===== config.mk =====
export PLATFORM = sky130hd
export DESIGN_NAME = arcade_input_conditioner
export DESIGN_NICKNAME = d
export VERILOG_FILES = /design/src/rtl/arcade_input_pkg.sv /design/src/rtl/arcade_input_conditioner_input_channel.sv /design/src/rtl/arcade_input_conditioner.sv
export SDC_FILE = /design/constraint.sdc
export NUM_CORES = 1
export LEC_CHECK = 0
export ABC_AREA = 0
export BUFFER_PORTS_ARGS = -buffer_cell sky130_fd_sc_hd__buf_4
export CORE_AREA = 2 2 103 105
export CTS_CLUSTER_DIAMETER = 150
export DETAILED_ROUTE_END_ITERATION = 6
export DIE_AREA = 0 0 105 107
export PLACE_DENSITY = 0.79
export REMOVE_ABC_BUFFERS = 1
export SLEW_MARGIN = 20
export SYNTH_ARGS = -nofsm -noshare
export SYNTH_HDL_FRONTEND = slang
export SYNTH_SLANG_ARGS = --single-unit

===== constraint.sdc =====
create_clock -name clk_53p6 -period 2.4 [get_ports clk_53p6]
set_clock_uncertainty 0.15 [all_clocks]
set_input_delay 0 -clock clk_53p6 [delete_from_list [all_inputs] [get_ports clk_53p6]]
set_output_delay 0 -clock clk_53p6 [all_outputs]
set_load 0.02 [all_outputs]

===== src/rtl/arcade_input_pkg.sv =====
// Shared constants and types for the arcade input conditioner.
package arcade_input_pkg;

    localparam int unsigned JOY_W      = 16;
    localparam int unsigned JOY_RIGHT  = 0;
    localparam int unsigned JOY_LEFT   = 1;
    localparam int unsigned JOY_DOWN   = 2;
    localparam int unsigned JOY_UP     = 3;
    localparam int unsigned JOY_BTN0   = 4;
    localparam int unsigned JOY_COIN   = 8;
    localparam int unsigned JOY_PAUSE  = 9;

    localparam int unsigned COIN_CNT_W = 4;
    localparam int unsigned AF_CNT_W   = 3;

    localparam logic [7:0] IOCTL_IDX_DIP  = 8'd254;
    localparam logic [7:0] IOCTL_IDX_GAME = 8'd1;

    typedef enum logic [1:0] {
        COIN_IDLE     = 2'd0,
        COIN_PULSE    = 2'd1,
        COIN_WAIT_REL = 2'd2
    } coin_state_t;

    typedef enum logic [1:0] {
        AF_OFF = 2'd0,
        AF_1F  = 2'd1,
        AF_2F  = 2'd2,
        AF_4F  = 2'd3
    } af_rate_t;

    // Autofire half-period in frame ticks for a given rate code.
    function automatic logic [AF_CNT_W-1:0] af_half_period(input logic [1:0] rate);
        case (af_rate_t'(rate))
            AF_1F:   return AF_CNT_W'(1);
            AF_2F:   return AF_CNT_W'(2);
            AF_4F:   return AF_CNT_W'(4);
            default: return AF_CNT_W'(0);
        endcase
    endfunction

endpackage


===== src/rtl/arcade_input_conditioner_input_channel.sv =====
// One player channel: registered directions/buttons, coin pulse stretcher, autofire.
module input_channel
    import arcade_input_pkg::*;
#(
    parameter int unsigned NBTN        = 8,
    parameter int unsigned COIN_FRAMES = 3
) (
    input  logic              clk_53p6,
    input  logic              reset,
    input  logic [JOY_W-1:0]  src,
    input  logic              frame_tick,
    input  logic [NBTN-1:0]   af_mask,
    input  logic [1:0]        af_rate,
    output logic [3:0]        dir_n,
    output logic [NBTN-1:0]   btn_n,
    output logic              coin_n
);

    logic [NBTN-1:0]       btn_src;
    logic                  coin_src;
    logic                  coin_prev;
    coin_state_t           coin_state;
    logic [COIN_CNT_W-1:0] coin_cnt;
    logic [NBTN-1:0]       af_mask_eff;
    logic                  af_held;
    logic [AF_CNT_W-1:0]   af_cnt;
    logic [AF_CNT_W-1:0]   af_cnt_d;
    logic                  af_phase;
    logic                  af_phase_d;
    logic                  unused_src;

    assign btn_src    = src[JOY_BTN0 +: NBTN];
    assign coin_src   = src[JOY_COIN];
    assign unused_src = ^src;

    // Autofire phase: restarts in the pressed phase whenever no masked button is held.
    always_comb begin
        af_mask_eff = (af_rate_t'(af_rate) != AF_OFF) ? af_mask : '0;
        af_held     = |(btn_src & af_mask_eff);
        af_cnt_d    = af_cnt;
        af_phase_d  = af_phase;
        if (!af_held) begin
            af_cnt_d   = '0;
            af_phase_d = 1'b0;
        end else if (frame_tick) begin
            if (af_cnt + AF_CNT_W'(1) == af_half_period(af_rate)) begin
                af_cnt_d   = '0;
                af_phase_d = ~af_phase;
            end else begin
                af_cnt_d = af_cnt + AF_CNT_W'(1);
            end
        end
    end

    // Registered direction/button outputs; masked buttons are released in the off phase.
    always_ff @(posedge clk_53p6) begin
        if (reset) begin
            dir_n    <= '1;
            btn_n    <= '1;
            af_cnt   <= '0;
            af_phase <= 1'b0;
        end else begin
            dir_n    <= ~{src[JOY_UP], src[JOY_DOWN], src[JOY_RIGHT], src[JOY_LEFT]};
            btn_n    <= ~(btn_src & ~(af_mask_eff & {NBTN{af_phase_d}}));
            af_cnt   <= af_cnt_d;
            af_phase <= af_phase_d;
        end
    end

    // Coin FSM: fixed-length pulse per press; a coin held through reset must be released first.
    always_ff @(posedge clk_53p6) begin
        if (reset) begin
            coin_state <= COIN_IDLE;
            coin_cnt   <= '0;
            coin_n     <= 1'b1;
            coin_prev  <= 1'b1;
        end else begin
            coin_prev <= coin_src;
            case (coin_state)
                COIN_IDLE: begin
                    coin_n <= 1'b1;
                    if (coin_src && !coin_prev) begin
                        coin_state <= COIN_PULSE;
                        coin_cnt   <= '0;
                        coin_n     <= 1'b0;
                    end
                end
                COIN_PULSE: begin
                    if (frame_tick) begin
                        if (coin_cnt == COIN_CNT_W'(COIN_FRAMES - 1)) begin
                            coin_state <= COIN_WAIT_REL;
                            coin_cnt   <= '0;
                            coin_n     <= 1'b1;
                        end else begin
                            coin_cnt <= coin_cnt + COIN_CNT_W'(1);
                        end
                    end
                end
                COIN_WAIT_REL: begin
                    coin_n <= 1'b1;
                    if (!coin_src) begin
                        coin_state <= COIN_IDLE;
                    end
                end
                default: begin
                    coin_state <= COIN_IDLE;
                    coin_n     <= 1'b1;
                end
            endcase
        end
    end

endmodule


===== src/rtl/arcade_input_conditioner.sv =====
// Arcade input conditioner: per-player channels, frame tick, pause toggle, DIP/game capture.
module arcade_input_conditioner
    import arcade_input_pkg::*;
#(
    parameter int unsigned NPLAYERS    = 2,
    parameter int unsigned NBTN        = 8,
    parameter int unsigned NDIP        = 8,
    parameter int unsigned COIN_FRAMES = 3
) (
    input  logic                             clk_53p6,
    input  logic                             reset,
    input  logic [NPLAYERS-1:0][JOY_W-1:0]   joy_in,
    input  logic                             vblank,
    input  logic                             shared_mode,
    input  logic [NBTN-1:0]                  af_mask,
    input  logic [1:0]                       af_rate,
    input  logic                             ioctl_wr,
    input  logic [7:0]                       ioctl_index,
    input  logic [24:0]                      ioctl_addr,
    input  logic [7:0]                       ioctl_dout,
    output logic [NPLAYERS-1:0][3:0]         dir_n,
    output logic [NPLAYERS-1:0][NBTN-1:0]    btn_n,
    output logic [NPLAYERS-1:0]              coin_n,
    output logic                             pause,
    output logic [NDIP-1:0][7:0]             dip,
    output logic [7:0]                       game
);

    logic [NPLAYERS-1:0][JOY_W-1:0] src;
    logic [NPLAYERS-1:0]            pause_src;
    logic [NPLAYERS-1:0]            pause_prev;
    logic                           vblank_prev;
    logic                           frame_tick;
    // Download-captured settings keep their power-up value until written; reset leaves them alone.
    logic [NDIP-1:0][7:0]           dip_q  = '1;
    logic [7:0]                     game_q = '0;

    assign dip  = dip_q;
    assign game = game_q;

    // Player source select: shared mode feeds player 0's stick to every channel.
    always_comb begin
        for (int unsigned p = 0; p < NPLAYERS; p++) begin
            src[p]       = shared_mode ? joy_in[0] : joy_in[p];
            pause_src[p] = src[p][JOY_PAUSE];
        end
    end

    // Frame tick on vblank rise; the detector is primed high so reset needs a fresh 0->1.
    always_ff @(posedge clk_53p6) begin
        if (reset) begin
            vblank_prev <= 1'b1;
            frame_tick  <= 1'b0;
        end else begin
            vblank_prev <= vblank;
            frame_tick  <= vblank & ~vblank_prev;
        end
    end

    // Pause toggles once per cycle in which any player's pause bit rises.
    always_ff @(posedge clk_53p6) begin
        if (reset) begin
            pause_prev <= '1;
            pause      <= 1'b0;
        end else begin
            pause_prev <= pause_src;
            if (|(pause_src & ~pause_prev)) begin
                pause <= ~pause;
            end
        end
    end

    // HPS download capture of DIP bytes and game-select byte.
    always_ff @(posedge clk_53p6) begin
        if (ioctl_wr && ioctl_index == IOCTL_IDX_DIP) begin
            for (int unsigned i = 0; i < NDIP; i++) begin
                if (ioctl_addr == 25'(i)) begin
                    dip_q[i] <= ioctl_dout;
                end
            end
        end
        if (ioctl_wr && ioctl_index == IOCTL_IDX_GAME && ioctl_addr == 25'd0) begin
            game_q <= ioctl_dout;
        end
    end

    // One conditioning channel per player.
    for (genvar p = 0; p < NPLAYERS; p++) begin : g_ch
        input_channel #(
            .NBTN        (NBTN),
            .COIN_FRAMES (COIN_FRAMES)
        ) u_ch (
            .clk_53p6   (clk_53p6),
            .reset      (reset),
            .src        (src[p]),
            .frame_tick (frame_tick),
            .af_mask    (af_mask),
            .af_rate    (af_rate),
            .dir_n      (dir_n[p]),
            .btn_n      (btn_n[p]),
            .coin_n     (coin_n[p])
        );
    end

endmodule


# Word-level counts from Yosys, hierarchy flattened
# Cells that the tools add are included.
# word_totals
elab_cells,154
out_inout_bits,99
input_bits,88
register_bits,125
# op_classes
bitwise_logic,21
reduce_logical,32
add_sub_neg,4
eq_ne,28
muxes,40
# op_table
operator,count
"== test 25 x 3 -> 1 bit, second input constant",4
"== test 25 x 2 -> 1 bit, second input constant",2
AND 8 bit,6
NOT 8 bit,4
"== test 25 x 1 -> 1 bit, second input constant",1
logical NOT 25 bit,1
2-to-1 mux 4 bit,6
AND reduction 2 bit,10
2-to-1 mux 2 bit,8
case mux 4 bit (2 select lines),2
OR reduction 8 bit,2
2-to-1 mux 3 bit,5
2-to-1 mux 1 bit,12
2-to-1 mux 12 bit,1
case mux 2 bit (3 select lines),2
case mux 3 bit (3 select lines),1
"adder 4 x 1 -> 4 bit, second input constant",2
"== test 2 bit, second input constant",4
"== test 4 x 2 -> 1 bit, second input constant",2
"== test 8 x 1 -> 1 bit, second input constant",1
"== test 8 bit, second input constant",1
2-to-1 mux 8 bit,1
"inequality test 2 x 1 -> 1 bit, second input constant",4
"inequality test 2 bit, second input constant",4
other kinds (16),39

# Depth between registers and ports, before layout
# Gate-level depths: netlist of run 1.
# logic_depth
ltp_word,13
ltp_mapped,9

# By module
# From an unflattened synthesis of run 1, not the netlist that was laid out.
# unflattened
hier_cells,363
hier_area_um2,4839.6
# by_module_without_submodules
module,instances,seq_area_each_um2,area_each_um2,cells_each
arcade_input_conditioner,1,2262.2,2760.1,137
input_channel,2,480.5,1039.7,113

# Worst setup path before layout of run 1
# OpenSTA, ideal clock, no wires.
# synth_path
path_type,reg2reg
start,register g_ch[1].u_ch.af_cnt[0]
end,register g_ch[1].u_ch.af_phase
t_arrival_ns,1.969
required_time_ns,2.170
path_buffers,0
setup_time_ns,0.080
path_slack_ns,0.201
stages_incl_launch_ff,7
cell_sequence,dfxtp_1 ha_1 or4b_1 a21oi_2 a31oi_4 or3_1 a211oi_2
# synth_between
elab_chain_cells,5
# synth_rtl
element,line_no,source
from (decl),arcade_input_conditioner_input_channel.sv:26,logic [AF_CNT_W-1:0] af_cnt;
from (signal assigned),arcade_input_conditioner_input_channel.sv:65,af_cnt <= af_cnt_d;
adder 3 x 1 -> 3 bit,arcade_input_conditioner_input_channel.sv:46,if (af_cnt + AF_CNT_W'(1) == af_half_period(af_rate)) begin
== test 3 bit,arcade_input_conditioner_input_channel.sv:46,
2-to-1 mux 1 bit,arcade_input_conditioner_input_channel.sv:46,
2-to-1 mux 1 bit,arcade_input_conditioner_input_channel.sv:45,end else if (frame_tick) begin
2-to-1 mux 1 bit,arcade_input_conditioner_input_channel.sv:42,if (!af_held) begin
to (signal assigned),arcade_input_conditioner_input_channel.sv:66,af_phase <= af_phase_d;
to (decl),arcade_input_conditioner_input_channel.sv:28,logic af_phase;
# No other way between the ends.
# A chain may end at the register's enable or synchronous reset.

# Worst setup path after layout of run 1
# layout_path
start,register g_ch[1].u_ch.af_cnt[0]
end,register g_ch[1].u_ch.btn_n[5]
# layout_between
elab_chain_cells,9
# layout_rtl
element,line_no,source
adder 3 x 1 -> 3 bit,arcade_input_conditioner_input_channel.sv:46,
== test 3 bit,arcade_input_conditioner_input_channel.sv:46,
2-to-1 mux 1 bit,arcade_input_conditioner_input_channel.sv:46,
2-to-1 mux 1 bit,arcade_input_conditioner_input_channel.sv:45,
2-to-1 mux 1 bit,arcade_input_conditioner_input_channel.sv:42,
AND 8 bit,arcade_input_conditioner_input_channel.sv:64,btn_n <= ~(btn_src & ~(af_mask_eff & {NBTN{af_phase_d}}));
NOT 8 bit,arcade_input_conditioner_input_channel.sv:64,
AND 8 bit,arcade_input_conditioner_input_channel.sv:64,
NOT 8 bit,arcade_input_conditioner_input_channel.sv:64,
to (signal assigned),arcade_input_conditioner_input_channel.sv:64,
to (decl),arcade_input_conditioner_input_channel.sv:15,"output logic [NBTN-1:0] btn_n,"
# No other way between the ends.

==> run_results.csv, run 1 <==
group,metric,value,unit
status,status,"complete, no violations",
pwr,p_leak,3.09,nW
pwr,power_frac_comb,0.105,
routing,antenna_left,0,
worst_setup_path,cp.arrival,2.64,ns
routing,avgViaCountPerCell,5.56,
timing,period_share,0.994,
synthesis,synth_area_leaders,"edfxtp_1, dfxtp_1, nand2_1",
final_layout,fin_nets,736,
final_layout,stdcell_area,7720,µm²
floorplan,rows,37,
final_layout,final_core_util,0.765,
worst_hold_path,hp-start,"ioctl_addr[3]",
clock_network,clockRootBuffer,"clkbuf_8",
worst_setup_path,r2r_slack,0.01,ns
synthesis,yosysWarnings,0,
placed_design,placed_area,6410,µm²
final_layout,fillers,576,
timing,worst_slew_pin_slew,0.950,ns
worst_setup_path,cp_data_required_time,2.66,ns
timing,drv_slew,0,
final_layout,drive_above_1_share,0.391,
clock_network,cts.sinks,125,
pwr,power_density,685,nW/µm²
routing,wire_per_inst,19.8,µm
clock_network,cts.clk_slew.worst_paths,0.06,ns
clock_network,h-tree-depth,4,
synthesis,synth_top_area_cell,"edfxtp_1",
worst_setup_path,crit_path_end_kind,"flop",
floorplan,boundaryPins,187,
global_route,overflow,0,
floorplan,die_area,11200,µm²
worst_setup_path,worst_r2r_endpoint,"g_ch[1].u_ch.btn_n[5]",
clock_network,cts_tree,"built",
pwr,p_int,3.91,mW
worst_setup_path,start_kind,"flop",
pwr,peakVddDrop,0.458,mV
placed_design,io_buffers,178,
routing,first_pass_iters,6,
floorplan,die_h,107,µm
final_layout,diodes,0,
pwr,p_clk_frac,0.456,
synthesis,syn_inst,371,
global_route,grt_usage,0.271,
synthesis,synth_top_area_frac,0.451,
placed_design,gp_congestion,0.913,
clock_network,insertion_delay,0.52,ns
pwr,switching_share,0.261,
routing,first_iter_violations,389,
worst_setup_path,worstSetupPathType,"flop to flop",
job,maxCapViolCount,0,
global_route,antenna_found_initial,0,
floorplan,initial_core_util,0.475,
synthesis,async_flop_share,0,
floorplan,fp.dieW,105,µm
worst_hold_path,min_to,"game[7]",
routing,drc,0,
timing,fmax,0.419,GHz
synthesis,ys.flop_type,"edfxtp_1",
placed_design,hpwl,9.25,mm
clock_network,cts_buffer_depth,2,
synthesis,synth.distinct_cells,55,
synthesis,ys_ff_latch,125,
timing,finalSetupViolations,0,
worst_setup_path,cp_max_fo,8,
timing,fin_tns_setup,0,ns
pwr,p_sw,1.38,mW
floorplan,coreArea,10100,µm²
global_route,grt_pass1_wl,23.1,mm
synthesis,avgSynthCellArea,12.9,µm²
worst_hold_path,min_path_cells,3,
pwr,pwr-share-seq,0.439,
synthesis,seq_area_frac_synth,0.672,
timing,slew_headroom,0.364,
final_layout,area_growth,61.1,%
clock_network,numCtsBuffers,17,
routing,wirelength,15.7,mm
synthesis,synth_area,4790,µm²
global_route,grt_pass1_vias,4425,
global_route,grt_max_degree,28,
synthesis,synth_edf_count,72,
final_layout,instances_no_fill,793,
timing,period_minus_slack,2.39,ns
worst_setup_path,r2r-start,"g_ch[1].u_ch.af_cnt[0]",
placed_design,dp.cells,694,
routing,via_count,4409,
timing,finalHoldViolCount,0,
worst_setup_path,reg2regPathDepth,7,
worst_hold_path,min_path_type,"input port to flop",
area by class of cell:
type,instances,area [µm²],area share
timing repair buffer,269,2200,0.284
multi-input combinational,225,1550,0.201
clock inverter,15,144,0.0186
inverter,6,22.5,0.00292
tap,136,170,0.0220
sequential,125,3220,0.417
clock buffer,17,414,0.0536
cell usage after synthesis, types with 5 or more instances:
master     number
clkbuf_1        7
a21oi_1         9
inv_1           6
nand3_1        11
buf_4           5
nor3_1          9
edfxtp_1       72
mux2i_1        11
xnor2_1         5
dfxtp_1        53
nor4_1          7
o21ai_0         6
nor3b_1         6
nor2_1         30
o41ai_1         9
nor2b_1         9
nand2_1        37
and2_1          7
o2111ai_1       8
cells in the final DEF (no fill, tap or decap), drive strengths merged, types with 3 or more instances in the layout:
| master | Yosys | final |
|---|---|---|
| nor3 | 9 | 9 |
| buf | 8 | 203 |
| nand4b | 4 | 4 |
| a22o | 4 | 4 |
| or2 | 3 | 3 |
| a21oi | 10 | 10 |
| clkbuf | 7 | 17 |
| nand3 | 11 | 11 |
| nor3b | 6 | 6 |
| o2111ai | 8 | 8 |
| inv | 6 | 16 |
| edfxtp | 72 | 72 |
| o22ai | 4 | 4 |
| ha | 4 | 4 |
| dfxtp | 53 | 53 |
| nor4 | 7 | 7 |
| mux2i | 12 | 12 |
| nand2 | 37 | 37 |
| clkinvlp | 0 | 4 |
| and2 | 7 | 7 |
| or3 | 4 | 4 |
| xnor2 | 5 | 5 |
| nand4 | 3 | 3 |
| o21ai | 6 | 6 |
| xor2 | 3 | 3 |
| mux2 | 5 | 5 |
| dlygate4sd3 | 0 | 66 |
| nor2b | 9 | 9 |
| o41ai | 9 | 9 |
| nor2 | 30 | 30 |
worst max-delay path: stages (launching register included):
cell and delay, ns:
dfxtp_1 0.39, ha_4 0.24, or4b_1 0.48, a21oi_2 0.21
a31oi_4 0.08, mux2i_2 0.18, buf_4 0.20, o41ai_4 0.34
per-stage QoR:
stage               total power [mW]  worst slack [ns]  hold WS [ns]
floorplan                       2.52             0.201       -0.0881
global placement                2.77             0.153        0.0188
detailed placement              2.78           -0.0120        0.0251
CTS                             5.24           0.00244       0.00719
global route                    5.44           -0.0543        0.0272
finish                          5.29            0.0149        0.0212
registers in the layout, summed over array words and instances (netlist names):
name                  cells
dip                      64
frame_tick                1
g_ch.u_ch.af_cnt          6
g_ch.u_ch.af_phase        2
g_ch.u_ch.btn_n          16
g_ch.u_ch.coin_cnt        8
g_ch.u_ch.coin_n          2
g_ch.u_ch.coin_prev       2
g_ch.u_ch.coin_state      4
g_ch.u_ch.dir_n           8
game                      8
pause                     1
pause_prev                2
vblank_prev               1
per-layer routing:
layer	wire length (µm)	global-route usage	part of all wire
met4	435	0.117	0.028
met5	0	0	0
met2	8290	0.497	0.53
met1	5550	0.294	0.35
met3	1400	0.0717	0.089
worst max-delay path by stage:
stage / startpoint / endpoint / cells after the start
after floorplan: g_ch[1].u_ch.af_cnt[0] / g_ch[1].u_ch.af_phase / 6
after global placement: g_ch[0].u_ch.af_cnt[0] / g_ch[0].u_ch.btn_n[2] / 6
after detailed placement: g_ch[0].u_ch.af_cnt[0] / g_ch[0].u_ch.btn_n[1] / 6
after CTS: g_ch[1].u_ch.af_cnt[0] / g_ch[1].u_ch.btn_n[1] / 7
after global routing: g_ch[1].u_ch.af_cnt[0] / g_ch[1].u_ch.btn_n[0] / 7
final: g_ch[1].u_ch.af_cnt[0] / g_ch[1].u_ch.btn_n[5] / 7
kinds of logic (layout without fill, tap and decap cells):
| logic type | after synthesis | after routing | share of synthesized area |
|---|---|---|---|
| AND/OR/NAND/NOR | 141 | 141 | 0.152 |
| flip-flops | 125 | 125 | 0.672 |
| AO/OA/AOI/OAI | 55 | 55 | 0.0895 |
| buffers and inverters | 21 | 307 | 0.0224 |
| multiplexers | 17 | 17 | 0.0384 |
| XOR/XNOR | 8 | 8 | 0.0146 |
| adder cells (fa/ha/maj) | 4 | 4 | 0.0104 |
power by group through the flow:
stage | sequential [mW] | clock [mW] | combinational [mW]
3_3_place_gp | 2.37 | 0 | 0.400
4_1_cts | 2.32 | 2.41 | 0.508
5_1_grt | 2.33 | 2.54 | 0.580
3_5_place_dp | 2.37 | 0 | 0.413
2_1_floorplan | 2.40 | 0 | 0.123
6_report | 2.32 | 2.41 | 0.555
what timing repair did:
item | CTS | global route
pin swaps | 0 | 1
gates resized for setup | 2 | 8
hold buffers | 66 | 0
hold endpoints to repair | 195 | 0
buffers inserted | 0 | 1
endpoints found under the setup margin | 5 | 19
No activity file was read; power rests on OpenSTA's default activity.
==> run 2: changes to the inputs <==
Settings changed: PLACE_DENSITY 0.79 to 0.8, SKIP_LAST_GASP set to 1, SLEW_MARGIN 20 to 10, SYNTH_HIERARCHICAL set to 1.
==> run 2 against run 1 <==
  * The run now ends with negative hold slack left
  * Clock power about the same
  * Critical path depth decreased by 1
  * Non-clock buffer count decreased by 10
  * Power decreased by 1.1%
  * Die area unchanged
  * Flip-flop and latch count unchanged
  * Sequential share of layout area increased by 0.40 points
  * Core utilization decreased by 0.76 points
  * Design area decreased by 0.99%
  * Hold slack got worse by 0.027 ns
  * First-iteration DRC count decreased by 42%
  * Global-route usage decreased by 2.3 points
  * Critical path type unchanged
==> run_results.csv, run 2 <==
group,metric,value,unit
timing,fmax,0.451,GHz
routing,wl_met2,7.00,mm
routing,wirelength,13.6,mm
routing,via_count,4069,
placed_design,hpwl,8.05,mm
placed_design,place_ws,0.159,ns
final_layout,area_growth,59.5,%
pwr,p_total,5.23,mW
worst_hold_path,min_path_type,"input port to flop",
floorplan,boundaryPins,187,
timing,holdWs,-0.00563,ns
pwr,peakVddDrop,0.505,mV
timing,finalSetupViolations,0,
floorplan,die_area,11200,µm²
clock_network,numCtsBuffers,17,
routing,first_iter_violations,224,
clock_network,clockRootBuffer,"clkbuf_8",
final_layout,largest_register_ffs,64,
worst_setup_path,cpPeakStageDelay,0.37,ns
final_layout,drive_above_1_share,0.402,
pwr,power_frac_comb,0.092,
final_layout,fillers,581,
clock_network,post-cts-setup-buffers,0,
routing,wire_per_inst,17.5,µm
job,maxCapViolCount,0,
worst_setup_path,cp.arrival,2.47,ns
routing,top_layer,"met4",
global_route,grt_usage,0.248,
clock_network,cts_buffer_depth,2,
routing,met3_length,797,µm
routing,drc,0,
routing,drt-met1-wl,5.43,mm
timing,period_minus_slack,2.22,ns
timing,rsz0062_at_grt,"no",
pwr,p_leak,3.08,nW
worst_setup_path,start_kind,"flop",
timing,period_share,0.924,
placed_design,io_buffers,178,
worst_hold_path,min_path_cells,5,
synthesis,syn_inst,359,
floorplan,die_h,107,µm
global_route,grt_max_degree,47,
floorplan,coreArea,10100,µm²
timing,fin_ws,0.182,ns
worst_setup_path,crit_path_cell_trace,"ha_1, xor2_1, mux2i_2, o21ai_2, mux2i_4, a211o_1",
clock_network,cts_tree,"built",
global_route,grt_pass1_wl,21.4,mm
worst_setup_path,worst_path_max_delay_cell,"mux2i_2",
routing,antenna_left,0,
timing,slew_headroom,0.689,
pwr,pwr-share-seq,0.442,
pwr,power_density,684,nW/µm²
status,failed_checks,"negative hold slack",
clock_network,insertion_delay,0.52,ns
final_layout,layout_commonest_cell,"buf_4",
timing,drv_slew,0,
clock_network,h-tree-depth,4,
timing,finalHoldViolCount,8,
worst_setup_path,cp_data_required_time,2.65,ns
routing,first_pass_iters,5,
worst_setup_path,crit_buf_inv,0,
pwr,switching_share,0.229,
worst_setup_path,crit_path_end_kind,"flop",
synthesis,yosysWarnings,6,
worst_setup_path,cp_max_fo,8,
global_route,antenna_found_initial,0,
pwr,p_clk_frac,0.466,
worst_setup_path,reg2regPathDepth,6,
final_layout,final_cell_mix,"buf_4, edfxtp_1, dlygate4sd3_1, dfxtp_1, nor2_1",
placed_design,gp_congestion,0.769,
worst_setup_path,worstSetupPathType,"flop to flop",
clock_network,cts.sinks,125,
global_route,grt_pass1_vias,4215,
synthesis,avgSynthCellArea,13.4,µm²
synthesis,synth_area,4790,µm²
floorplan,fp.dieW,105,µm
clock_network,cts.clk_slew.worst_paths,0.06,ns
pwr,p_int,4.03,mW
timing,worst_slew_pin_slew,0.467,ns
final_layout,fin_nets,719,
pwr,p_sw,1.20,mW
status,status,"finished, violations left",
floorplan,initial_core_util,0.475,
floorplan,rows,37,
global_route,overflow,0,
timing,fin_tns_setup,0,ns
worst_setup_path,critical-path-top-delay-family,"multiplexers",
worst_setup_path,cp.depth,6,
routing,avgViaCountPerCell,5.22,
[run 2: per-layer routing]
| layer | vias to the layer above | track usage |
|---|---|---|
| met1 | 1943 | 0.285 |
| met5 | - | 0 |
| met4 | 0 | 0.125 |
| met3 | 34 | 0.0602 |
| li1 | 1889 | - |
| met2 | 203 | 0.431 |
[run 2: power by group through the flow]
stage | logic (mW) | registers [mW] | clock network [mW]
after floorplan | 0.113 | 2.39 | 0
after global placement | 0.358 | 2.36 | 0
after detailed placement | 0.368 | 2.36 | 0
after CTS | 0.459 | 2.31 | 2.46
after global routing | 0.510 | 2.32 | 2.57
final | 0.481 | 2.32 | 2.44
[run 2: worst paths after layout]
check,slack (ns),to,startpoint
setup / recovery,0.18,g_ch[1].u_ch/btn_n[1],g_ch[1].u_ch/af_cnt[0]
hold / removal,-0.006,game[4],ioctl_addr[23]
setup reg to reg,0.18,g_ch[1].u_ch/btn_n[1],g_ch[1].u_ch/af_cnt[0]
hold reg to reg,0.25,frame_tick,vblank_prev
[run 2: through the flow]
step / instance area [µm²] / hold WS, ns / util / std cells
5_1_grt: 7640 / 0.0107 / 0.758 / 778
3_3_place_gp: 6360 / 0.0271 / 0.630 / 677
3_5_place_dp: 6360 / 0.0317 / 0.630 / 677
6_report: 7650 / -0.00563 / 0.758 / 779
4_1_cts: 7600 / 0.00807 / 0.753 / 777
2_1_floorplan: 4760 / -0.0809 / - / 351
[run 2: worst reg2reg max path: stages (launching register included)]
cell     delay [ns]
dfxtp_1        0.34
ha_1           0.22
xor2_1         0.30
mux2i_2        0.37
o21ai_2        0.15
mux2i_4        0.26
a211o_1        0.32
[run 2: repair_timing]
| item | in CTS | in global routing |
|---|---|---|
| hold buffers | 68 | 2 |
| endpoints found under the setup margin | 0 | 24 |
| endpoints found under the hold margin | 197 | 8 |
| gates resized for setup | 0 | 6 |
[run 2: layout make-up]
class                      instances  area [µm²]  area share
clock buffer                      17         414      0.0542
inverter                          19        71.3     0.00933
tap                              136         170      0.0223
clock inverter                    15         146      0.0191
antenna                            1        2.50    0.000327
timing repair buffer             259        2120       0.277
sequential                       125        3220       0.421
multi-input combinational        207        1500       0.196
